### src/rtl/usb_nrzi_receive.sv
// ---------------------------------------------------------------------------
// usb_nrzi_receive
//   Receive side of the NRZI line. Samples D+/D- once per clk, NRZI-decodes
//   (toggle = 1, hold = 0), checks the SYNC byte, assembles LSB-first data
//   bytes, detects SE0 end-of-packet and flags line/framing/babble errors.
//   All outputs are registered; strobes are one cycle wide and appear the
//   cycle after the line bit that caused them was sampled.
//
//   Optional feature: define USB_BITSTUFF_EN to enable bit-stuff removal
//   (a bit following six consecutive decoded zeros must be a 1 and is
//   dropped; a 0 there is an error). Without the macro every DIFF bit is
//   shifted and long zero runs are legal.
//
// Ports
//   clk          in   bit clock, one line bit per rising edge
//   rst          in   synchronous active-high reset
//   d_plus       in   line D+ (pre-synchronised)
//   d_minus      in   line D- (pre-synchronised)
//   rx_data      out  last completed data byte, held until the next one
//   rx_valid     out  strobe: rx_data updated
//   rx_sop       out  strobe: SYNC matched
//   rx_eop       out  strobe: valid EOP completed
//   rx_error     out  strobe: framing / stuff / babble error
//   rx_active    out  high while in SYNC, DATA or EOP
//   rx_byte_cnt  out  data bytes in the current packet, cleared on rx_sop
// ---------------------------------------------------------------------------
module usb_nrzi_receive #(
    parameter logic [7:0] SYNC_PATTERN = 8'h7F,
    parameter int         EOP_CYCLES   = 2,
    parameter int         MAX_BYTES    = 64
) (
    input  logic       clk,
    input  logic       rst,
    input  logic       d_plus,
    input  logic       d_minus,
    output logic [7:0] rx_data,
    output logic       rx_valid,
    output logic       rx_sop,
    output logic       rx_eop,
    output logic       rx_error,
    output logic       rx_active,
    output logic [6:0] rx_byte_cnt
);

    localparam logic [2:0] IDLE = 3'd0;
    localparam logic [2:0] SYNC = 3'd1;
    localparam logic [2:0] DATA = 3'd2;
    localparam logic [2:0] EOP  = 3'd3;
    localparam logic [2:0] ERR  = 3'd4;

    localparam logic [3:0] EOP_MIN = 4'(EOP_CYCLES);
    localparam logic [6:0] MAX_CNT = 7'(MAX_BYTES);

    logic [2:0] state, state_nxt;
    logic [7:0] shreg, shreg_nxt;
    logic [2:0] bit_cnt, bit_cnt_nxt;
    logic [3:0] se0_cnt, se0_cnt_nxt;
    logic [7:0] data_nxt;
    logic [6:0] cnt_nxt;
    logic       sop_nxt, valid_nxt, eop_nxt, err_nxt;
    logic       prev_dp;

    logic       line_diff, line_se0, line_idle, dbit;
    logic [7:0] shifted;
    logic       stuff_skip, stuff_err;

    assign line_diff = d_plus ^ d_minus;
    assign line_se0  = ~d_plus & ~d_minus;
    assign line_idle = d_plus & d_minus;
    assign dbit      = d_plus ^ prev_dp;
    // LSB arrives first, so new bits enter at the top and walk down.
    assign shifted   = {dbit, shreg[7:1]};

`ifdef USB_BITSTUFF_EN
    logic [2:0] zero_cnt;

    assign stuff_skip = (zero_cnt == 3'd6) && dbit;
    assign stuff_err  = (zero_cnt == 3'd6) && !dbit;

    // Held at zero while idle, so the run always starts clean in SYNC.
    always_ff @(posedge clk) begin
        if (rst || state == IDLE)
            zero_cnt <= 3'd0;
        else if ((state == SYNC || state == DATA) && line_diff && !stuff_err)
            zero_cnt <= dbit ? 3'd0 : zero_cnt + 3'd1;
    end
`else
    assign stuff_skip = 1'b0;
    assign stuff_err  = 1'b0;
`endif

    always_comb begin
        state_nxt   = state;
        shreg_nxt   = shreg;
        bit_cnt_nxt = bit_cnt;
        se0_cnt_nxt = se0_cnt;
        data_nxt    = rx_data;
        cnt_nxt     = rx_byte_cnt;
        sop_nxt     = 1'b0;
        valid_nxt   = 1'b0;
        eop_nxt     = 1'b0;
        err_nxt     = 1'b0;
        case (state)
            IDLE: begin
                if (line_diff) begin
                    shreg_nxt   = shifted;
                    bit_cnt_nxt = 3'd1;
                    state_nxt   = SYNC;
                end
            end
            SYNC, DATA: begin
                if (line_diff) begin
                    if (stuff_err) begin
                        err_nxt   = 1'b1;
                        state_nxt = ERR;
                    end else if (!stuff_skip) begin
                        shreg_nxt = shifted;
                        if (bit_cnt == 3'd7) begin
                            bit_cnt_nxt = 3'd0;
                            if (state == SYNC) begin
                                if (shifted == SYNC_PATTERN) begin
                                    sop_nxt   = 1'b1;
                                    cnt_nxt   = 7'd0;
                                    state_nxt = DATA;
                                end else begin
                                    err_nxt   = 1'b1;
                                    state_nxt = ERR;
                                end
                            end else if (rx_byte_cnt == MAX_CNT) begin
                                // Babble: one byte more than allowed.
                                err_nxt   = 1'b1;
                                state_nxt = ERR;
                            end else begin
                                data_nxt  = shifted;
                                valid_nxt = 1'b1;
                                cnt_nxt   = rx_byte_cnt + 7'd1;
                            end
                        end else begin
                            bit_cnt_nxt = bit_cnt + 3'd1;
                        end
                    end
                end else if (state == DATA && line_se0 && bit_cnt == 3'd0) begin
                    se0_cnt_nxt = 4'd1;
                    state_nxt   = EOP;
                end else begin
                    err_nxt   = 1'b1;
                    state_nxt = ERR;
                end
            end
            EOP: begin
                if (line_se0) begin
                    if (se0_cnt != 4'hF)
                        se0_cnt_nxt = se0_cnt + 4'd1;
                end else if (line_idle) begin
                    if (se0_cnt >= EOP_MIN)
                        eop_nxt = 1'b1;
                    else
                        err_nxt = 1'b1;
                    state_nxt = IDLE;
                end else begin
                    err_nxt   = 1'b1;
                    state_nxt = ERR;
                end
            end
            ERR: begin
                if (line_idle)
                    state_nxt = IDLE;
            end
            default: state_nxt = IDLE;
        endcase
    end

    always_ff @(posedge clk) begin
        if (rst) begin
            state       <= IDLE;
            shreg       <= 8'd0;
            bit_cnt     <= 3'd0;
            se0_cnt     <= 4'd0;
            prev_dp     <= 1'b1;
            rx_data     <= 8'd0;
            rx_byte_cnt <= 7'd0;
            rx_sop      <= 1'b0;
            rx_valid    <= 1'b0;
            rx_eop      <= 1'b0;
            rx_error    <= 1'b0;
            rx_active   <= 1'b0;
        end else begin
            state       <= state_nxt;
            shreg       <= shreg_nxt;
            bit_cnt     <= bit_cnt_nxt;
            se0_cnt     <= se0_cnt_nxt;
            prev_dp     <= d_plus;
            rx_data     <= data_nxt;
            rx_byte_cnt <= cnt_nxt;
            rx_sop      <= sop_nxt;
            rx_valid    <= valid_nxt;
            rx_eop      <= eop_nxt;
            rx_error    <= err_nxt;
            rx_active   <= (state_nxt == SYNC) || (state_nxt == DATA) || (state_nxt == EOP);
        end
    end

endmodule

### config.mk
export PLATFORM = sky130hd
export DESIGN_NAME = usb_nrzi_receive
export DESIGN_NICKNAME = d
export VERILOG_FILES = /design/src/rtl/usb_nrzi_receive.sv
export SDC_FILE = /design/constraint.sdc
export NUM_CORES = 1
export LEC_CHECK = 0
export ABC_AREA = 1
export BUFFER_PORTS_ARGS = -buffer_cell sky130_fd_sc_hd__buf_2
export CAP_MARGIN = 20
export CORE_MARGIN = 10
export CORE_UTILIZATION = 40
export DETAILED_ROUTE_END_ITERATION = 8
export PLACE_DENSITY_LB_ADDON = 0.1
export REMOVE_ABC_BUFFERS = 1
export SYNTH_ARGS = -nofsm -noshare
export SYNTH_HDL_FRONTEND = slang
export SYNTH_SLANG_ARGS = --single-unit
### constraint.sdc
create_clock -name clk -period 3.3 [get_ports clk]
set_input_delay 0.165 -clock clk [delete_from_list [all_inputs] [get_ports clk]]
set_output_delay 0.165 -clock clk [all_outputs]
set_load 0.01 [all_outputs]
==> flow_metrics.py <==
metrics = {
    "status": {
        "status": "complete, no violations",
    },
    "floorplan": {
        "die_area_um2": 7770,
        "die_h_um": 88.1,
        "io_pins": 24,
        "std_cell_rows": 24,
        "core_area_um2": 4410,
        "initial_core_util_pct": 42.1,
        "fp.dieW_um": 88.1,
    },
    "cells_and_area": {
        "fin_nets": 294,
        "layout_commonest_cell": "nand2_1",
        "fin_util_pct": 47.8,
        "diodes": 0,
        "layout-drive-gt1-share_pct": 14.5,
        "fin_area_um2": 2110,
        "layout_common_cells": "nand2_1, nor2_1, dfxtp_1",
        "area_growth_pct": 13.5,
    },
    "timing": {
        "finalCritPeriodShare_pct": 53.5,
        "tns_ns": 0,
        "finalHoldViolations": 0,
        "hold_ws_ns": 0.125,
        "drv_slew": 0,
        "worst_pin_slew_ns": 0.526,
        "finalCriticalPeriod_ns": 1.76,
        "max_freq_ghz": 0.567,
        "slew_headroom_pct": 64.9,
        "finalSetupViolCount": 0,
        "fin_ws_ns": 1.54,
        "skew_ns": 0.00402,
        "rsz0062_at_grt": "no",
    },
    "global_routing": {
        "overflow": 0,
        "grt_pass1_vias": 1554,
        "grt_pass1_wl_um": 7070,
        "grtUsageTotal_pct": 11.2,
        "antenna_found_initial": 0,
        "grt_max_degree": 21,
    },
    "detailed_routing": {
        "vias_per_cell": 4.88,
        "detail-route-antenna-nets": 0,
        "dr.pass1.iters": 4,
        "routed_wl_um": 4050,
        "num_vias": 1631,
        "routedWlPerCell_um": 12.1,
        "drt-initial-drc-count": 63,
        "route.detailed.drc": 0,
    },
    "power_and_ir_drop": {
        "p_leak_nw": 1.02,
        "power.density_nw_per_um2": 461,
        "ir_worst_vdd_mv": 0.240,
    },
    "yosys": {
        "syn_inst": 256,
        "ys_ff_latch": 38,
        "yosysUniqueCellTypes": 27,
        "synth_area_um2": 1860,
        "ys_warn_count": 0,
        "syn_area_per_cell_um2": 7.25,
        "ys_seq_area_share_pct": 41.0,
    },
    "clock_network": {
        "cts_hold_buf": 0,
        "clock_latency_ns": 0.29,
        "clockBufferDepth": 2,
        "post_cts_buffers": 0,
        "htree_levels": 2,
        "cts_buffers": 5,
        "cts_root_buf": "clkbuf_8",
        "clk_pin_slew_ns": 0.07,
        "cts_tree": "done",
        "cts_resized": 0,
        "cts_sinks": 38,
    },
    "setup_path": {
        "critPathKind": "flop to flop",
        "required_ns": 3.49,
        "critPathLaunchType": "flop",
        "reg2reg_from": "rx_byte_cnt[0]",
        "slowest_delay_ns": 0.40,
        "worst_setup_path_end_kind": "flop",
        "path_cells": "inv_1 -> ha_1 -> nand2_1 -> inv_1 -> nand3_1 -> nand2_1 -> nor3_4 -> inv_2 -> nor2_1 -> nor2_1",
        "arrival_ns": 1.95,
        "startpoint": "rx_byte_cnt[0]",
        "cpMaxStageDelayCell": "dfxtp_1",
        "worstPathMaxFanout": 10,
    },
    "place": {
        "port_buffers": 23,
        "place_hpwl_um": 2960,
        "placed_area_um2": 2020,
        "routabilityCongestion": 0.777,
        "dp_slack_ns": 1.45,
    },
    "worst_hold_path": {
        "hold_start": "d_plus",
        "hold_class": "input port to flop",
    },
    "job": {
        "maxCapViolCount": 0,
    },
}
==> final cells by class <==
class / instances / area [µm²]
clock buffer: 7 / 86.3
multi-input combinational: 185 / 971
fill: 468 / 2310
sequential: 38 / 761
inverter: 28 / 105
timing repair buffer: 23 / 115
clock inverter: 1 / 5.00
tap: 52 / 65.1
==> metrics by stage <==
stage | power, mW | cells
2_1_floorplan | 0.617 | 251
3_3_place_gp | 0.657 | 326
3_5_place_dp | 0.655 | 326
4_1_cts | 0.982 | 334
5_1_grt | 1.03 | 334
6_report | 0.971 | 334
==> report_power, final <==
group / total, mW / switching [mW] / internal (mW)
Combinational: 0.141 / 0.0969 / 0.0444
Clock: 0.325 / 0.157 / 0.168
Sequential: 0.505 / 0.0214 / 0.483
==> registers in the layout (all words and copies together) (netlist names) <==
name,flops
bit_cnt,3
rx_byte_cnt,7
rx_valid,1
se0_cnt,4
state,3
rx_error,1
rx_data,8
prev_dp,1
shreg,7
rx_sop,1
rx_eop,1
rx_active,1
==> logic make-up after synthesis <==
group / synth area share [%]
buffers and inverters: 6.74
xor gates and xnor gates: 3.30
and+or+nand+nor: 32.1
AOI/OAI and AO/OA: 10.8
adders and majority gates: 6.06
DFF: 41.0
==> path summary, 6_finish.rpt <==
check        depth (start not counted)  slack (ns)    endpoint
max reg2reg                         10        1.54  rx_data[5]
min                                  3        0.13     prev_dp
max                                 10        1.54  rx_data[5]
min reg2reg                          2        0.49  bit_cnt[1]
==> worst max-delay path, delay by kind of cell, from the launching register on <==
family        cells  cell delay [ns]
buf+inv           3             0.27
simple gates      6             0.79
flops             1             0.40
fa+ha+maj         1             0.20
==> synth_stat cells, drive strengths merged <==
cell type / n / area share (%)
a21oi: 18 / 5.1
xnor2: 2 / 0.94
dfxtp: 38 / 41
a31oi: 1 / 0.34
nand4: 6 / 2.0
nor3: 5 / 2.0
a211oi: 1 / 0.40
clkinv: 1 / 0.20
o21ai: 17 / 4.6
inv: 27 / 5.5
nand2: 51 / 11
o21bai: 1 / 0.40
nor2: 47 / 9.9
xor2: 5 / 2.4
clkbuf: 4 / 0.81
nor4: 2 / 0.67
ha: 9 / 6.1
nand3b: 2 / 0.81
buf: 1 / 0.27
nand3: 18 / 5.4
==> layer usage <==
layer  wire [µm]  track usage (%)  part of all wire [%]
met5           0                0                     0
met2        1630             16.2                    40
met4          51             3.85                   1.3
met3         248             4.27                   6.1
met1        2120             14.8                    52
(Power assumes the default switching activity.)
